<file path="src/rtl/alu_arbiter.sv">
// rtl/alu_arbiter.sv - two-requester arbiter in front of a shared, externally supplied ALU
package riscv_pkg;
   typedef enum logic [3:0] {
      ALU_ADD  = 4'd0,
      ALU_SUB  = 4'd1,
      ALU_SLL  = 4'd2,
      ALU_SLT  = 4'd3,
      ALU_SLTU = 4'd4,
      ALU_XOR  = 4'd5,
      ALU_SRL  = 4'd6,
      ALU_SRA  = 4'd7,
      ALU_OR   = 4'd8,
      ALU_AND  = 4'd9
   } alu_ops_t;
endpackage

module alu_arbiter #(
   parameter bit FAIR_RR = 1'b1
) (
   input  logic                clk,
   input  logic                rst,
   input  logic                req0_valid,
   output logic                req0_ready,
   input  logic [31:0]         req0_a,
   input  logic [31:0]         req0_b,
   input  riscv_pkg::alu_ops_t req0_op,
   input  logic                req1_valid,
   output logic                req1_ready,
   input  logic [31:0]         req1_a,
   input  logic [31:0]         req1_b,
   input  riscv_pkg::alu_ops_t req1_op,
   output logic                rsp0_valid,
   input  logic                rsp0_ready,
   output logic                rsp1_valid,
   input  logic                rsp1_ready,
   output logic [31:0]         rsp_result,
   output logic                rsp_zero,
   output logic [31:0]         alu_a,
   output logic [31:0]         alu_b,
   output riscv_pkg::alu_ops_t alu_ctrl,
   input  logic [31:0]         alu_result,
   input  logic                alu_zero,
   output logic [31:0]         ops_done
);
   import riscv_pkg::*;

   typedef enum logic [1:0] {IDLE, EXEC, RESP} state_t;

   state_t      state_q, state_d;
   logic        last_grant_q, last_grant_d;
   logic        grant_id_q, grant_id_d;
   logic [31:0] alu_a_q, alu_a_d;
   logic [31:0] alu_b_q, alu_b_d;
   alu_ops_t    alu_ctrl_q, alu_ctrl_d;
   logic [31:0] rsp_result_q, rsp_result_d;
   logic        rsp_zero_q, rsp_zero_d;
   logic [31:0] ops_done_q, ops_done_d;
   logic        grant_valid;
   logic        grant;

   // Contention goes to whoever did not win last time (round-robin) or to requester 0.
   always_comb begin
      grant_valid = req0_valid || req1_valid;
      if (req0_valid && req1_valid) begin
         grant = FAIR_RR ? ~last_grant_q : 1'b0;
      end else begin
         grant = req1_valid;
      end
   end

   always_comb begin
      state_d      = state_q;
      last_grant_d = last_grant_q;
      grant_id_d   = grant_id_q;
      alu_a_d      = alu_a_q;
      alu_b_d      = alu_b_q;
      alu_ctrl_d   = alu_ctrl_q;
      rsp_result_d = rsp_result_q;
      rsp_zero_d   = rsp_zero_q;
      ops_done_d   = ops_done_q;
      req0_ready   = 1'b0;
      req1_ready   = 1'b0;
      rsp0_valid   = 1'b0;
      rsp1_valid   = 1'b0;
      case (state_q)
         IDLE: begin
            if (grant_valid) begin
               req0_ready   = ~grant;
               req1_ready   = grant;
               grant_id_d   = grant;
               last_grant_d = grant;
               alu_a_d      = grant ? req1_a : req0_a;
               alu_b_d      = grant ? req1_b : req0_b;
               alu_ctrl_d   = grant ? req1_op : req0_op;
               state_d      = EXEC;
            end
         end
         EXEC: begin
            rsp_result_d = alu_result;
            rsp_zero_d   = alu_zero;
            state_d      = RESP;
         end
         RESP: begin
            rsp0_valid = ~grant_id_q;
            rsp1_valid = grant_id_q;
            if (grant_id_q ? rsp1_ready : rsp0_ready) begin
               ops_done_d = ops_done_q + 32'd1;
               state_d    = IDLE;
            end
         end
         default: state_d = IDLE;
      endcase
      // Handshake outputs stay quiet for the whole reset cycle so nothing is accepted or delivered.
      if (rst) begin
         req0_ready = 1'b0;
         req1_ready = 1'b0;
         rsp0_valid = 1'b0;
         rsp1_valid = 1'b0;
      end
   end

   always_ff @(posedge clk) begin
      if (rst) begin
         state_q      <= IDLE;
         last_grant_q <= 1'b1;
         grant_id_q   <= 1'b0;
         alu_a_q      <= 32'd0;
         alu_b_q      <= 32'd0;
         alu_ctrl_q   <= ALU_ADD;
         rsp_result_q <= 32'd0;
         rsp_zero_q   <= 1'b0;
         ops_done_q   <= 32'd0;
      end else begin
         state_q      <= state_d;
         last_grant_q <= last_grant_d;
         grant_id_q   <= grant_id_d;
         alu_a_q      <= alu_a_d;
         alu_b_q      <= alu_b_d;
         alu_ctrl_q   <= alu_ctrl_d;
         rsp_result_q <= rsp_result_d;
         rsp_zero_q   <= rsp_zero_d;
         ops_done_q   <= ops_done_d;
      end
   end

   assign alu_a      = alu_a_q;
   assign alu_b      = alu_b_q;
   assign alu_ctrl   = alu_ctrl_q;
   assign rsp_result = rsp_result_q;
   assign rsp_zero   = rsp_zero_q;
   assign ops_done   = ops_done_q;
endmodule
</file>
<file path="config.mk">
export PLATFORM = sky130hd
export DESIGN_NAME = alu_arbiter
export DESIGN_NICKNAME = d
export VERILOG_FILES = /design/src/rtl/alu_arbiter.sv
export SDC_FILE = /design/constraint.sdc
export NUM_CORES = 1
export LEC_CHECK = 0
export ABC_AREA = 1
export CAP_MARGIN = 10
export CELL_PAD_IN_SITES_DETAIL_PLACEMENT = 0
export CELL_PAD_IN_SITES_GLOBAL_PLACEMENT = 1
export CORE_ASPECT_RATIO = 0.6
export CORE_MARGIN = 2
export CORE_UTILIZATION = 27
export DETAILED_ROUTE_END_ITERATION = 10
export PLACE_DENSITY_LB_ADDON = 0.3
export RECOVER_POWER = 25
export SYNTH_ARGS = -nofsm -noshare
export SYNTH_HDL_FRONTEND = slang
export SYNTH_SLANG_ARGS = --single-unit
</file>
<file path="constraint.sdc">
create_clock -name clk -period 1.6 [get_ports clk]
set_input_delay 0.16 -clock clk [delete_from_list [all_inputs] [get_ports clk]]
set_output_delay 0.16 -clock clk [all_outputs]
set_load 0.1 [all_outputs]
</file>
; ---- After elaboration in Yosys (flattened, before gate mapping)
; Cells that the tools add are included.
[word_totals]
reg_bits = 137
in_bits = 175
elab_cells = 41
[classes]
addsub = 1
n_eq_ne = 4
muxes = 18
n_bitwise = 3
reduce_logical = 6
[op_table]
columns = operator, count
row1 = two-way mux 32 bit, 2
row2 = "adder 32 x 1 -> 32 bit, second input constant", 1
row3 = two-way mux 1 bit, 12
row4 = case mux 2 bit (3 select lines), 1
row5 = AND reduction 2 bit, 3
row6 = two-way mux 2 bit, 2
row7 = two-way mux 4 bit, 1
row8 = "!= test 2 bit, second input constant", 2
row9 = NOT 1 bit, 3
row10 = "equality test 2 x 1 -> 1 bit, second input constant", 1
row11 = "equality test 2 bit, second input constant", 1
row12 = logical NOT 2 bit, 1
row13 = logical AND 1 bit, 1
row14 = logical OR 1 bit, 1

; ---- Depth between registers and ports, before layout
[logic_depth]
depth_word = 6
depth_mapped = 10
depth_no_buf = 10

; ---- Worst setup path after synthesis
; Ideal clock, no wire load.
[synth_path]
path_type = register to output
start = reg last_grant_q
end = out req0_ready
t_arrival_ns = 2.845
t_required_ns = 1.440
setup_slack_ns = -1.405
path_stages_with_launch = 6
path_cell_list = dfxtp_1 > nand2_1 > nand2_1 > inv_2 > clkbuf_1 > nor3_1
[synth_between]
elab_chain_cells = 6
[synth_rtl]
columns = item, line
row1 = start: declaration, 50  ; logic last_grant_q, last_grant_d;
row2 = start signal: assignment, 135  ; last_grant_q <= last_grant_d;
row3 = NOT 1 bit, 65  ; grant = FAIR_RR ? ~last_grant_q : 1'b0;
row4 = two-way mux 1 bit, 64  ; if (req0_valid && req1_valid) begin
row5 = NOT 1 bit, 88  ; req0_ready = ~grant;
row6 = two-way mux 1 bit, 87  ; if (grant_valid) begin
row7 = two-way mux 1 bit, 85  ; case (state_q)
row8 = two-way mux 1 bit, 114  ; if (rst) begin
row9 = end: declaration, 23  ; output logic req0_ready,
; Every way passes these cells.

; ---- Worst setup path after layout
[layout_path]
start = reg state_q[1]
end = out rsp0_valid
[layout_between]
elab_chain_cells = 3
[layout_rtl]
columns = item, line
row1 = start: declaration, 49  ; state_t state_q, state_d;
row2 = start signal: assignment, 134  ; state_q <= state_d;
row3 = equality test 2 bit, 85
row4 = two-way mux 1 bit, 85
row5 = two-way mux 1 bit, 114
row6 = end: declaration, 32  ; output logic rsp0_valid,
; Every way passes these cells.

==> results.cfg <==
[run_status]
outcome = complete, no violations

[cts]
clk_latency_ns = 0.42
cts_tree = built
htree_num_levels = 4
clk_path_buf_depth = 2
clock_sinks = 137
clk_slew_on_worst_s_h_paths_ns = 0.06
tritoncts.num_buffers = 17
cts.root.buffer_cell = sky130_fd_sc_hd__clkbuf_16

[cells_and_area]
layout-area-overhead-vs-synth_pct = 97.83
finalNetCount = 1336
drive_gt1_frac = 0.2526
filler_cell_count = 2004
num_antenna_cells = 0
fin_cells = 1458
stdcell_area_mm2 = 0.01186

[job]
drv_cap = 0

[routing]
drc = 0
count_of_nets_left_with_antenna_violations_after_detail_routing = 0
first_iter_violations = 400
wirelength_um = 23360
viasPerCell = 4.689
first_pass_iters = 5
num_vias = 6836
wire_per_inst_um = 16.02

[placement]
port-buffer-count = 311
gp_congestion = 0.8638
hpwlAfterDp_um = 17190
place_inst = 1417
pre_cts_ws_ns = -0.09813
placed_cell_area_mm2 = 0.01108

[global_route]
grt_pass1_wl_um = 35940
first_global_vias = 6437
antenna_found_initial = 0
track_usage = 0.1985
grt_start_max_net_pins = 64
grt_remaining_overflow = 0

[timing]
period_minus_slack_ns = 1.590
tightestPinTransition_ns = 0.6442
number_of_slew_limit_violations_in_the_final_report = 0
maxClockFrequency_mhz = 629.1
setup-violations-final = 0
hold_viol_final = 0
holdWs_ns = 0.3106
final.setup_skew_ns = 0.005181
period_share = 0.9934
headroom_to_the_max_slew_limit = 0.5699
grt_setup_unrepaired = true
worst_slack_ns = 0.01049

[synthesis]
synth_commonest_cells = sky130_fd_sc_hd__nand2_1 (208), sky130_fd_sc_hd__dfxtp_1 (137), sky130_fd_sc_hd__nor2_1 (120)
share_of_async_settable_or_async_resettable_flops_after_synthesis = 0
synth.net_count = 1013
ys_seq_elements = 137
synth_ff_type = sky130_fd_sc_hd__dfxtp_1
warnings_from_yosys = 0
syn-mean-instance-area_um2 = 7.160
synth.top_cell.area_share = 0.4576
ys_top_cells_by_area = sky130_fd_sc_hd__dfxtp_1 (46%), sky130_fd_sc_hd__nand2_1 (13%), sky130_fd_sc_hd__o21ai_0 (8.9%), sky130_fd_sc_hd__nor2_1 (7.5%), sky130_fd_sc_hd__a31oi_1 (7.1%)
yosys.cell_count.top_type = sky130_fd_sc_hd__nand2_1
synth.distinct_cells = 36
synth_sequential_area_ratio = 0.4576
synthesis.area_mm2 = 0.005993
synth-edff-count = 0
post_synth_inst_count = 837
synth_area_leader_cell = sky130_fd_sc_hd__dfxtp_1

[floorplan]
die_w_um = 196.3
floorplan.initialDensity = 0.2735
std_cell_rows = 42
die_area_mm2 = 0.02344
die_h_um = 119.4
io-pin-count = 312
coreArea_mm2 = 0.02191

[worst_setup_path]
worst_setup_start_kind = register
critical_path.endpoint_type = primary output
critical_path_peak_fanout = 3
timing_worst_setup_path_type = register to primary output
wp_data_required_ns = 1.44
worst-endpoint-arrival_ns = 1.43

[pwr]
power.static_leakage_uw = 0.004741
p_total_uw = 13050
power.ir.vdd_worst_uv = 754.3
p_per_area_mw_per_mm2 = 1101

[worst_hold_path]
hold_class = primary input to register
[per-stage QoR]
step / setup TNS (ns) / utilization
4_1_cts: -0.03186 / 0.5358
6_report: 0 / 0.5411
3_3_place_gp: -0.3759 / 0.5055
3_5_place_dp: -0.9045 / 0.5055
2_1_floorplan: -0.8347 / -
5_1_grt: -0.1225 / 0.5411
[cell usage in the layout (no fill, tap or decap), drive strengths merged, types with 2 or more instances in the layout]
| cell type | synthesis | routed |
|---|---|---|
| nor2 | 134 | 134 |
| a21oi | 15 | 15 |
| nand2 | 212 | 212 |
| inv | 51 | 49 |
| dfxtp | 137 | 137 |
| clkbuf | 27 | 24 |
| o21ai | 109 | 109 |
| o21bai | 2 | 2 |
| bufinv | 0 | 2 |
| clkdlybuf4s50 | 0 | 174 |
| buf | 23 | 180 |
| nor3 | 12 | 12 |
| nand4 | 10 | 10 |
| a31oi | 68 | 68 |
| clkinv | 0 | 7 |
| nand3 | 27 | 27 |
| xor2 | 3 | 3 |
[worst paths after layout]
kind / to / slack (ns) / startpoint / cells past startpoint
max reg2reg: ops_done[30] / 0.07 / state_q[1] / 10
min: alu_b[1] / 0.31 / req0_b[1] / 3
min reg2reg: last_grant_q / 0.47 / last_grant_q / 2
max: rsp0_valid / 0.01 / state_q[1] / 5
[where the power goes]
part / total [uW] / switching, uW / internal, uW / leakage (uW)
Combinational: 4980 / 3110 / 1870 / 0.00329
Clock: 4040 / 1510 / 2530 / 0.000302
Sequential: 4030 / 320 / 3710 / 0.00115
Total: 13000 / 4940 / 8110 / 0.00474
[flip-flops by register name, summed over array words and instances (netlist names)]
register      count
last_grant_q      1
alu_b            32
ops_done         32
state_q           2
alu_ctrl          4
grant_id_q        1
rsp_result       32
rsp_zero          1
alu_a            32
[cell type report]
type                    count  area, um^2  share of cell area
flip-flops and latches    137        2825              0.2383
clock inverters             7       88.84            0.007493
inverters                  51       202.7             0.01710
multi-input cells         599        2955              0.2493
well taps                 286       357.8             0.03018
clock buffers              24       511.7             0.04316
repair buffers            354        4915              0.4145
[layer usage]
metal,global-route usage,part of all wire,vias to the layer above
li1,-,-,3435
met1,0.2674,0.46,3107
met2,0.2914,0.42,263
met3,0.07647,0.096,31
met4,0.06108,0.018,0
met5,0,0,-
[logic make-up after synthesis]
family,after synthesis,share of synthesized area
XOR/XNOR,3,0.004385
AND/OR/NAND/NOR,399,0.2843
adder cells (fa/ha/maj),1,0.002087
buffers and inverters,101,0.07014
AO/OA/AOI/OAI,196,0.1814
flip-flops,137,0.4576
[what timing repair did]
| action | 4_1_cts | 5_1_grt |
|---|---|---|
| pin swaps | 4 | 5 |
| buffers inserted | 4 | 7 |
| hold buffers | 0 | 0 |
| gates resized for setup | 12 | 19 |
| endpoints found under the setup margin | 4 | 20 |
[worst max-delay path: stages (launching register included)]
cell and delay (ns):
sky130_fd_sc_hd__dfxtp_4 0.38, sky130_fd_sc_hd__inv_4 0.04, sky130_fd_sc_hd__nor2_4 0.15, sky130_fd_sc_hd__inv_4 0.07, sky130_fd_sc_hd__nor3_4 0.17, sky130_fd_sc_hd__buf_12 0.20
Power figures use the tool's default switching activity.
